===== config.mk =====
export PLATFORM = sky130hd
export DESIGN_NAME = zle_stream_enc
export DESIGN_NICKNAME = d
export VERILOG_FILES = /design/src/rtl/zle_stream_enc.sv
export SDC_FILE = /design/constraint.sdc
export NUM_CORES = 1
export LEC_CHECK = 0
export ABC_AREA = 1
export CAP_MARGIN = 15
export CELL_PAD_IN_SITES_DETAIL_PLACEMENT = 0
export CELL_PAD_IN_SITES_GLOBAL_PLACEMENT = 1
export CORE_AREA = 2 2 72 74
export DETAILED_ROUTE_END_ITERATION = 16
export DIE_AREA = 0 0 74 76
export GPL_TIMING_DRIVEN = 0
export HOLD_SLACK_MARGIN = 0.1
export PLACE_DENSITY_LB_ADDON = 0.1
export SLEW_MARGIN = 20
export SYNTH_ARGS = -nofsm -noshare
export SYNTH_HDL_FRONTEND = slang
export SYNTH_SLANG_ARGS = --single-unit

===== constraint.sdc =====
create_clock -name clock -period 1.6 [get_ports clock]
set_clock_uncertainty 0.05 [all_clocks]
set_input_delay 0.24 -clock clock [delete_from_list [all_inputs] [get_ports clock]]
set_output_delay 0.24 -clock clock [all_outputs]
set_load 0.05 [all_outputs]

===== src/rtl/zle_stream_enc.sv =====
// Zero-length encoder: zero runs collapse into one run token, nonzero words pass as literals; 1-cycle registered output.
// i_b asserts in HOLD or while a pending token is stalled by o_b, and is independent of i_v.
module zle_stream_enc #(
    parameter int W      = 8,
    parameter int MAXRUN = 15,
    parameter int CW     = $clog2(MAXRUN + 1)
) (
    input  logic         clock,
    input  logic         reset,
    input  logic         i_v,
    input  logic [W-1:0] i_d,
    input  logic         i_eos,
    output logic         i_b,
    output logic         o_v,
    output logic [W:0]   o_d,
    output logic         o_eos,
    input  logic         o_b,
    output logic [1:0]   state
);

    typedef enum logic [1:0] {
        IDLE = 2'd0,
        RUN  = 2'd1,
        HOLD = 2'd2
    } st_t;

    st_t           st;
    logic [CW-1:0] cnt;
    logic [CW-1:0] cnt_inc;
    logic [W-1:0]  hold_d;
    logic          hold_eos;
    logic          acc;
    logic          zero;
    logic          free;

    assign state   = st;
    assign i_b     = (st == HOLD) | (o_v & o_b);
    assign acc     = i_v & ~i_b;
    assign zero    = (i_d == '0);
    assign free    = ~o_v | ~o_b;
    assign cnt_inc = cnt + CW'(1);

    always_ff @(posedge clock or posedge reset) begin
        if (reset) begin
            st       <= IDLE;
            cnt      <= '0;
            hold_d   <= '0;
            hold_eos <= 1'b0;
            o_v      <= 1'b0;
            o_d      <= '0;
            o_eos    <= 1'b0;
        end else begin
            // Drain first; any emit below overrides it so o_v stays high on emit+drain.
            if (o_v && !o_b) begin
                o_v <= 1'b0;
            end
            case (st)
                IDLE: begin
                    if (acc) begin
                        if (!zero) begin
                            o_v   <= 1'b1;
                            o_d   <= {1'b0, i_d};
                            o_eos <= i_eos;
                        end else if (i_eos) begin
                            o_v   <= 1'b1;
                            o_d   <= {1'b1, W'(1)};
                            o_eos <= 1'b1;
                        end else begin
                            cnt <= CW'(1);
                            st  <= RUN;
                        end
                    end
                end
                RUN: begin
                    if (acc) begin
                        if (zero) begin
                            if (cnt_inc == CW'(MAXRUN) || i_eos) begin
                                o_v   <= 1'b1;
                                o_d   <= {1'b1, W'(cnt_inc)};
                                o_eos <= i_eos;
                                cnt   <= '0;
                                st    <= IDLE;
                            end else begin
                                cnt <= cnt_inc;
                            end
                        end else begin
                            // The literal must wait a cycle behind its run token.
                            o_v      <= 1'b1;
                            o_d      <= {1'b1, W'(cnt)};
                            o_eos    <= 1'b0;
                            hold_d   <= i_d;
                            hold_eos <= i_eos;
                            cnt      <= '0;
                            st       <= HOLD;
                        end
                    end
                end
                HOLD: begin
                    if (free) begin
                        o_v   <= 1'b1;
                        o_d   <= {1'b0, hold_d};
                        o_eos <= hold_eos;
                        st    <= IDLE;
                    end
                end
                default: st <= IDLE;
            endcase
        end
    end

endmodule


==> results.cfg, run 1 <==
[pwr]
leakage_nw = 1.171
max-vdd-ir-drop_mv = 0.8098
pwr_dens_nw_per_um2 = 1908
power.total_w = 0.004566

[setup_path]
critical_path.cell_chain = buf_6 > inv_6 > ha_4 > or2_4 > nand2_4 > inv_4 > nor2_4 > nand2_4 > inv_6 > nand3_4 > nand2_1 > nand2_1
crit_start = state[1]
regToRegStartpoint = state[1]
worst_ep_required_time_ns = 1.73
end_kind = flip-flop
cp-start-kind = flip-flop
timing_worst_setup_path_type = flip-flop to flip-flop
worst_path_largest_cell_delay_ns = 0.40
worst_path_dominant_cell_family = simple AND/OR/NAND/NOR gates
critical_path_arrival_ns = 1.85
largest_fanout_on_the_critical_path = 6
crit_path_top_delay_cell = dfrtp_2
cp.buffers_inverters = 4

[timing]
postLayoutSetupSlackWorst_ns = -0.1153
rsz0062_at_grt = true
setup_viol = 25
final.min_clock_period_ns = 1.715
period_share = 1.072
timing_worst_slew_pin_value_ns = 0.5886
achievable-frequency_ghz = 0.5830
slew_violations = 0
hold_violations_final = 0
finalHoldWorstSlack_ns = 0.2845
timing.slew.headroom = 0.6070

[synthesis]
postSynthCellCount = 214
synth_edf_count = 0
postSynthAreaPerCell_um2 = 7.525
synth_seq_cells = 26
yosys-top-cells-count = nand2_1 (68), dfrtp_1 (26), inv_1 (24), nand3_1 (17)
synth_ff_type = dfrtp_1
synth_cell_types = 28
count_leader_synth = nand2_1
fraction_of_synthesized_cell_area_taken_by_the_top_area_cell_type = 0.4040
yosysWarnings = 0
ys_async_sr_fraction = 1.000
netlist_area_um2 = 1610
synth.yosys.seq_area_share = 0.4040
mappedNetlistNets = 233
yosys.area.top_type = dfrtp_1
netlist_top_cells_area = dfrtp_1 (40%), nand2_1 (16%), inv_1 (5.6%)

[clocking]
worst_skew_pair.late_latency_ns = 0.28
clkSinkCount = 26
root_buffer = clkbuf_8
tritoncts = built
cts.path.max_buffers = 2
post_cts_hold_buffer_count = 0
cts_buffers = 3
clk_pin_slew_ns = 0.10
h-tree-depth = 1

[placement]
gp_congestion = 0.7442
buffer_ports.inserted = 26
dp_hpwl_um = 2853

[drt]
detailroute.via_count = 1524
viasPerCell = 4.522
drt_pre_antenna_iters = 4
initialDrtViolationCount = 58
avgRoutedWirePerCell_um = 12.27
postRouteAntennaNets = 0
drt_drc_violations_left = 0
drt_wl_total_um = 4136

[final_layout]
drive_gt1_frac = 0.3184
antenna-diode-count = 0
flow.area_growth_from_synthesis_pct = 48.64
nets = 287

[worst_hold_path]
hold_class = input port to async pin

[floorplanning]
floorplan.die.height_um = 76
core_area_um2 = 4912
die_w_um = 74
fp.dieArea_um2 = 5624
ios = 27
floorplan.initialDensity = 0.3278
rows = 26

[grt]
number_of_antenna_violations_at_the_first_check_in_global_routing = 0
via_count_of_the_first_global_routing_pass = 1489
grt-ovfl-total = 0
total_routing_usage_gr = 0.1618
largest_net_degree_at_the_start_of_global_routing = 27
grt_pass1_wl_um = 7189

[status]
run_status = finished with violations
failed_checks = setup timing

[run]
max-cap-violations = 0
## final cells by class
cell class / count / area (µm²)
Timing Repair Buffer: 50 / 459.2
Clock inverter: 1 / 30.03
Tap cell: 70 / 87.58
Multi-Input combinational cell: 154 / 963.4
Inverter: 29 / 121.4
Sequential cell: 26 / 655.6
Fill cell: 508 / 2519
Buffer: 4 / 35.03
Clock buffer: 3 / 41.29
## final timing paths
check / to / slack, ns / depth (start not counted)
max reg2reg: o_d[3] / -0.12 / 12
max: o_d[3] / -0.12 / 12
min in group clock: o_d[6] / 0.42 / 2
max in group asynchronous: cnt[1] / 0.79 / 2
min reg2reg: o_d[6] / 0.42 / 2
min: o_d[1] / 0.28 / 2
## sequential cells by signal (all words and copies together) (netlist names)
name and cells:
cnt 4, hold_d 8, o_d 9, o_eos 1, o_v 1, hold_eos 1
state 2
## routing by layer
metal,up-vias,share of wire,global-route usage
met2,18,0.47,0.2527
met3,2,0.023,0.01984
li1,803,-,-
met5,-,0,0
met1,701,0.51,0.2391
met4,0,0.0039,0.03273
## cell usage in the layout (no fill, tap or decap), drive strengths merged, types with 3 or more instances in the layout
cell,n
dlygate4sd2,12
nor2,11
nand4,11
dfrtp,26
clkdlybuf4s50,12
o21bai,3
ha,6
clkbuf,3
nand2,72
a21oi,3
inv,29
o21ai,24
nand3,21
buf,29
## timing repair
action,CTS,global route
cloned,2,0
resized for setup,51,20
endpoints found under the setup margin,40,27
setup buffers,15,8
pin swaps,9,10
## cells by family after synthesis
kind of cell             after synthesis  synth area share
AO/OA/AOI/OAI                         30            0.1049
adder cells (fa/ha/maj)                6           0.04662
buffers and inverters                 35           0.09169
flip-flops                            26            0.4040
AND/OR/NAND/NOR                      117            0.3528
## stage by stage
step	area, µm²	utilization	setup WS (ns)	instances	TNS [ns]
floorplan	1653	-	-0.2741	214	-4.094
global placement	2001	0.4073	-0.4375	310	-9.409
detailed placement	2001	0.4073	-0.4249	310	-9.308
CTS	2271	0.4623	-0.1454	330	-1.643
global route	2394	0.4873	-0.2074	337	-4.013
finish	2394	0.4873	-0.1153	337	-1.455
## where the power goes
part	leakage, nW	switching, W	internal [W]
Sequential	0.328	0.000170	0.000928
Combinational	0.808	0.00180	0.00109
Clock	0.0357	0.000242	0.000335
Total	1.17	0.00221	0.00236
No activity file was read; power rests on OpenSTA's default activity.
==> run 2, diff against run 1 <==
SETUP_SLACK_MARGIN = 0.1   (was default)
SLEW_MARGIN = 0   (was 20)
==> run 2 against run 1 <==
Effect of this change: the flow still finishes with violations (setup timing); via count up 2.8%; combinational power about the same; largest cell class unchanged; utilization is 1.7 points higher; register-to-register slack improved by 0.03 ns.
==> results.cfg, run 2 (same netlist as run 1, synthesis figures left out) <==
[status]
run_status = finished with violations
failed_checks = setup timing

[drt]
detailroute.via_count = 1566
postRouteAntennaNets = 0
drt_pre_antenna_iters = 4
drt_wl_total_um = 4257
drt_drc_violations_left = 0
viasPerCell = 4.647
avgRoutedWirePerCell_um = 12.63
initialDrtViolationCount = 51

[setup_path]
worst_ep_required_time_ns = 1.31
cp.buffers_inverters = 4
timing_worst_setup_path_type = flip-flop to primary output
crit_path_top_delay_cell = dfrtp_2
largest_fanout_on_the_critical_path = 4
critical_path_arrival_ns = 1.42
cp-start-kind = flip-flop
worst_path_largest_cell_delay_ns = 0.46
crit_path_top_cell_by_count = inv_2
end_kind = primary output
critical_path.cell_chain = inv_2 > ha_2 > inv_2 > buf_4 > nand2_2 > buf_8
worst_path_dominant_cell_family = flip-flops

[clocking]
tritoncts = built
clk_pin_slew_ns = 0.10
worst_skew_pair.late_latency_ns = 0.28
root_buffer = clkbuf_8
clkSinkCount = 26
cts_buffers = 3
cts.path.max_buffers = 2
h-tree-depth = 1

[floorplanning]
floorplan.die.height_um = 76
fp.dieArea_um2 = 5624
rows = 26
ios = 27
core_area_um2 = 4912
die_w_um = 74
floorplan.initialDensity = 0.3278

[final_layout]
flow.area_growth_from_synthesis_pct = 53.69
largest_register_ffs = 9
reg.largest.list = o_d x9, hold_d x8, cnt x4
layout_common_cells = nand2_1 (44), nand2_2 (22), dfrtp_1 (22)
largest_register = o_d
antenna-diode-count = 0
nets = 287
drive_gt1_frac = 0.3970
filler_cell_count = 503
final_common_cell = nand2_1
postLayoutCoreUtil = 0.5038

[pwr]
max-vdd-ir-drop_mv = 0.8087
leakage_nw = 1.197
internal_power_w = 0.002349
clock_power_share = 0.124
pwr_dens_nw_per_um2 = 1863
combinationalPowerShare = 0.631
register_share_of_total_power = 0.244
switching_share = 0.4906
total_switching_power_w = 0.002262

[grt]
grt-ovfl-total = 0
total_routing_usage_gr = 0.1575
largest_net_degree_at_the_start_of_global_routing = 27
number_of_antenna_violations_at_the_first_check_in_global_routing = 0
via_count_of_the_first_global_routing_pass = 1456
grt_pass1_wl_um = 7017

[placement]
gp_congestion = 0.7447
buffer_ports.inserted = 26
detailedPlace.worstSlack_ns = -0.4502
dp_hpwl_um = 2877

[timing]
timing.slew.headroom = 0.6739
period_share = 1.067
rsz0062_at_grt = true
setup_viol = 24
achievable-frequency_ghz = 0.5858
postLayoutSetupSlackWorst_ns = -0.1069
timing_worst_slew_pin_value_ns = 0.4911
hold_violations_final = 0
final.min_clock_period_ns = 1.707
slew_violations = 0

[run]
max-cap-violations = 0

[worst_hold_path]
hold_class = input port to async pin
-- run 2: changes by cell type in the layout (fill, tap and decap cells not counted), moves of 2 or more --
cell             before  now
buf_6                 8    6
clkdlybuf4s15_1       0    7
dlygate4sd2_1        12    3
nand2_4               3    6
o21ai_1              10    5
nand2_2              12   22
inv_4                 1    3
o21ai_2               3    7
nand2_1              56   44
clkbuf_2              0    2
-- run 2: final timing paths --
kind	startpoint	end	slack (ns)	cells after the start
setup / recovery	state[0]	i_b	-0.11	6
hold / removal	reset	o_d[3]	0.20	2
setup reg to reg	state[1]	o_d[8]	-0.09	11
hold reg to reg	o_d[0]	o_d[0]	0.43	2
max in group asynchronous	reset	state[0]	0.84	3
min in group clock	o_d[0]	o_d[0]	0.43	2
-- run 2: cell type report --
type | count | area (µm²) | area share
repair buffers | 49 | 457.9 | 0.1850
well taps | 70 | 87.58 | 0.03539
clock buffers | 3 | 41.29 | 0.01668
multi-input cells | 155 | 1050 | 0.4242
clock inverters | 1 | 30.03 | 0.01213
flip-flops and latches | 26 | 655.6 | 0.2649
inverters | 29 | 121.4 | 0.04904
plain buffers | 4 | 31.28 | 0.01264
-- run 2: through the flow --
step / instances / area [µm²] / hold slack [ns] / setup TNS, ns / total power (W)
global placement: 310 / 2003 / 0.4054 / -9.910 / 0.003509
global route: 337 / 2475 / 0.2297 / -3.261 / 0.004987
floorplan: 214 / 1655 / 0.2299 / -4.094 / 0.002851
CTS: 326 / 2236 / 0.4258 / -3.085 / 0.004396
detailed placement: 310 / 2003 / 0.4078 / -9.094 / 0.003526
finish: 337 / 2475 / 0.2011 / -1.151 / 0.004611
-- run 2: power by group through the flow --
stage / registers (W) / logic [W] / clock network, W
6_report: 0.00113 / 0.00291 / 0.000574
5_1_grt: 0.00116 / 0.00321 / 0.000619
4_1_cts: 0.00109 / 0.00272 / 0.000582
3_5_place_dp: 0.00111 / 0.00242 / 0
3_3_place_gp: 0.00111 / 0.00240 / 0
2_1_floorplan: 0.00157 / 0.00128 / 0
-- run 2: routing by layer --
metal	track usage	vias up	share of wire
li1	-	809	-
met1	0.2396	717	0.50
met2	0.2429	34	0.46
met3	0.01984	6	0.029
met4	0.02182	0	0.0085
met5	0	-	0
-- run 2: timing repair --
action                                  CTS  global route
gates resized for setup                  45            62
endpoints found under the setup margin   40            33
buffers inserted                         10            11
cloned                                    2             1
hold buffers                              0             0
pin swaps                                18            18
